<file path="src/rtl/pipe_stage_elastic.sv">
// Elastic pipeline stage: valid/ready handshake with a 2-entry skid buffer,
// so in_ready is registered and never depends combinationally on out_ready.
module pipe_stage_elastic #(
  parameter int            DW            = 32,
  parameter logic [DW-1:0] RESET_VAL     = '0,
  parameter bit            ZERO_ON_FLUSH = 1'b1
) (
  input  logic          clk,
  input  logic          reset,
  input  logic          flush,
  input  logic          in_valid,
  output logic          in_ready,
  input  logic [DW-1:0] in_data,
  output logic          out_valid,
  input  logic          out_ready,
  output logic [DW-1:0] out_data,
  output logic [1:0]    count
);

  // Encoding mirrors {s_v, m_v}; 2'b10 is unreachable.
  typedef enum logic [1:0] {
    EMPTY = 2'b00,
    ONE   = 2'b01,
    FULL  = 2'b11
  } state_e;

  state_e        state_q, state_d;
  logic [DW-1:0] m_d_q, m_d_d;
  logic [DW-1:0] s_d_q, s_d_d;
  logic          m_v, s_v;
  logic          acc, pop;

  assign m_v       = state_q[0];
  assign s_v       = state_q[1];
  assign out_valid = m_v;
  assign out_data  = m_d_q;
  assign in_ready  = ~s_v;
  assign count     = {1'b0, m_v} + {1'b0, s_v};

  assign acc = in_valid & in_ready;
  assign pop = m_v & out_ready;

  always_comb begin
    state_d = state_q;
    m_d_d   = m_d_q;
    s_d_d   = s_d_q;
    if (flush) begin
      // Anything accepted this cycle is dropped along with the held entries.
      state_d = EMPTY;
      if (ZERO_ON_FLUSH) begin
        m_d_d = RESET_VAL;
        s_d_d = RESET_VAL;
      end
    end else begin
      unique case (state_q)
        EMPTY: begin
          if (acc) begin
            m_d_d   = in_data;
            state_d = ONE;
          end
        end
        ONE: begin
          if (acc && pop) begin
            m_d_d = in_data;
          end else if (acc) begin
            s_d_d   = in_data;
            state_d = FULL;
          end else if (pop) begin
            state_d = EMPTY;
          end
        end
        FULL: begin
          if (pop) begin
            m_d_d   = s_d_q;
            state_d = ONE;
          end
        end
        default: state_d = EMPTY;
      endcase
    end
  end

  always_ff @(posedge clk) begin
    if (reset) begin
      state_q <= EMPTY;
      m_d_q   <= RESET_VAL;
      s_d_q   <= RESET_VAL;
    end else begin
      state_q <= state_d;
      m_d_q   <= m_d_d;
      s_d_q   <= s_d_d;
    end
  end

endmodule

</file>
<file path="config.mk">
export PLATFORM = sky130hd
export DESIGN_NAME = pipe_stage_elastic
export DESIGN_NICKNAME = d
export VERILOG_FILES = /design/src/rtl/pipe_stage_elastic.sv
export SDC_FILE = /design/constraint.sdc
export NUM_CORES = 1
export LEC_CHECK = 0
export CELL_PAD_IN_SITES_DETAIL_PLACEMENT = 0
export CELL_PAD_IN_SITES_GLOBAL_PLACEMENT = 1
export CORE_MARGIN = 4
export CORE_UTILIZATION = 39
export DETAILED_ROUTE_END_ITERATION = 12
export PLACE_DENSITY = 0.94
export SKIP_CTS_REPAIR_TIMING = 1
export SYNTH_ARGS = -nofsm -noshare
export SYNTH_HDL_FRONTEND = slang
export SYNTH_SLANG_ARGS = --single-unit
</file>
<file path="constraint.sdc">
create_clock -name clk -period 3.7 [get_ports clk]
set_input_delay 0.74 -clock clk [delete_from_list [all_inputs] [get_ports clk]]
set_output_delay 0.74 -clock clk [all_outputs]
set_load 0.01 [all_outputs]
</file>
==> summary.txt <==
Status: finished, final reports clean
Pins Over Slew Limit: 0
First-pass GRT wire length: 11.5 mm
Synth top area share: 47.0%
P per Cell Area: 438 nW/um^2
CP Launch Type: register
I/O Buffers: 72
Slew headroom: 39.3%
Starting Density: 40.7%
Die ar.: 8640 um^2
1st-iter DRT viols: 92
RSZ-0062 raised after global routing: no
Worst-path maximum fanout: 8
Final nets: 415
Most common cell in the netlist: nand2_1
Placed Cells: 459
# diodes: 0
Synthesized cell area: 2810 um^2
Top cells by count, synth: nand2_1 (68), a21oi_1 (66), dfxtp_1 (66), mux2i_1 (34), a211oi_1 (29)
Post-DP HPWL: 4.29 mm
Simple-Gate Fraction of Synth Area: 10.9%
Met3 Usage GRT: 3.90%
CTS tree: built
Initial antenna violation count: 0
Drc violations: 0
Req. time, crit path: 2960 ps
Setup TNS: 0 ps
Mapped Cells: 311
FFs w/ async S/R, synth: 0%
Layout area overhead: 34.3%
Cell Count, Final, Fillers Out: 475
Die width: 92.9 um
FP Rows: 30
ANT nets after route: 0
Fmax: 394 MHz
Drt first pass iters: 6
Worst hold-check path type: register to register
Reg clk slew, reported paths: 70 ps
FF+latch count, synth: 66
Crit. End Element: primary output
DP Worst Slack: 1150 ps
Max Cap Violations: 0
Final Worst Setup Slack: 1160 ps
Via count: 2432
Largest net degree at the start of global routing: 47
Xor/xnor share of the synthesized area: 0.311%
GR peak layer: met2
Overall die height: 92.9 um
Vias per cell: 5.12
Most used DFF post-synth: dfxtp_1
Clock tree root driver cell: clkbuf_8
Sequential cell area fraction in the yosys report: 47.0%
Boundary Pins: 73
Routability congestion estimate: 0.800
Final min period: 2540 ps
Post-Route WL: 6.99 mm
Period utilization: 68.5%
Ys Warns: 0
Synth top area cells: dfxtp_1 (47%), mux2i_1 (12%), a21oi_1 (12%)
Routed WL per cell: 14.7 um
Adder-cell area share of the yosys netlist: 1.78%
Clock tree sinks: 66
Post-Syn Nets: 352
Met1 usage: 22.3%
Synth cell types: 24
Synth area leader: dfxtp_1
WP data arrival: 1800 ps
Final Hold Viols: 0
Final Util: 54.7%
Leakage: 1.22 nW
Main combinational cell family by area after synthesis: compound AO/OA/AOI/OAI gates
Layout cells sized above 1: 7.92%
WS Path Type: register to primary output
Vias in the first global route: 2301
Number of flops mapped to enable cells by yosys: 0
H-tree Lvls: 3
Gr usage total: 16.9%
Multiplexer share of the synthesized area: 12.1%
Clock skew: 5.62 ps
Clock buffer depth: 2
Core area: 6910 um^2
Later-pin clock latency in the skew report: 330 ps
CTS Buf Count: 9
Compound-Gate Fraction of Synth Area: 22.3%
GR Util met2: 26.5%
Worst vdd ir: 323 uV
Final setup viols: 0
Slew @ Worst Pin: 911 ps
Total grt overflow: 0
Average cell area after synthesis: 9.04 um^2
[critical path: stages (launching register included)]
cell and delay, ps:
dfxtp_1 500, inv_1 110, ha_1 320, clkdlybuf4s50_1 540
[registers in the layout (all words and copies together), names as in the netlist]
register and flops:
out_data 32, s_d_q 32, state_q 2
[power breakdown]
group | switching [mW] | leakage, nW | internal (mW) | total (mW)
Sequential | 0.0174 | 0.536 | 0.737 | 0.754
Clock | 0.277 | 0.107 | 0.379 | 0.656
Combinational | 0.125 | 0.576 | 0.121 | 0.245
Total | 0.419 | 1.22 | 1.24 | 1.66
[area by class of cell]
cell class / count / area (um^2)
clock buffers: 11 / 131
clock inverters: 5 / 78.8
fillers: 643 / 3130
inverters: 2 / 7.51
multi-input cells: 216 / 1350
flip-flops and latches: 66 / 1320
well taps: 96 / 120
repair buffers: 79 / 773
[layer usage]
layer	share of wire, %	wire length [um]	vias to the layer above
met1	46	3240	1138
met4	1.5	105	0
met5	0	0	-
li1	-	-	1220
met3	5.0	348	10
met2	47	3290	64
[cell families (layout without fill, tap and decap cells)]
family,count (synthesis),in the layout
DFF,66,66
muxes,34,34
xor gates and xnor gates,1,1
buffers and inverters,29,97
adders and majority gates,4,4
AOI/OAI and AO/OA,101,101
and+or+nand+nor,76,76
[worst paths after layout]
check | from | end | slack [ps] | cells past startpoint
setup / recovery | state_q[0] | count[0] | 1160 | 3
hold / removal | s_d_q[21] | s_d_q[21] | 450 | 2
setup reg to reg | state_q[0] | out_data[23] | 1520 | 6
hold reg to reg | s_d_q[21] | s_d_q[21] | 450 | 2
[layout by cell type, fill, tap and decap left out]
| cell | netlist | final |
|---|---|---|
| clkinv_2 | 0 | 2 |
| mux2i_1 | 34 | 34 |
| dfxtp_1 | 66 | 66 |
| nor2_1 | 1 | 1 |
| clkinv_4 | 0 | 1 |
| a21boi_2 | 1 | 1 |
| a21oi_2 | 1 | 1 |
| bufinv_16 | 0 | 2 |
| ha_1 | 4 | 3 |
| buf_4 | 4 | 7 |
| ha_2 | 0 | 1 |
| nand3b_1 | 1 | 1 |
| a211oi_2 | 3 | 3 |
| a211oi_1 | 29 | 29 |
| a21oi_1 | 66 | 65 |
| xnor2_1 | 1 | 1 |
| nand2_1 | 68 | 68 |
| a21oi_4 | 0 | 1 |
| clkbuf_8 | 0 | 9 |
| and2_1 | 0 | 1 |
| a22oi_4 | 1 | 1 |
| clkdlybuf4s50_1 | 0 | 72 |
| or2_2 | 1 | 1 |
| clkbuf_1 | 9 | 2 |
| or3_1 | 1 | 1 |
| nand4b_1 | 1 | 1 |
| nand2b_1 | 2 | 2 |
| inv_1 | 2 | 2 |
[per-stage QoR]
| step | total power, mW | area, um^2 | hold slack (ps) |
|---|---|---|---|
| after floorplan | 0.904 | 2810 | 436 |
| after global placement | 1.01 | 3570 | 441 |
| after detailed placement | 1.02 | 3570 | 446 |
| after CTS | 1.67 | 3780 | 456 |
| after global routing | 1.73 | 3780 | 475 |
| final | 1.66 | 3780 | 454 |
(Power assumes the default switching activity.)
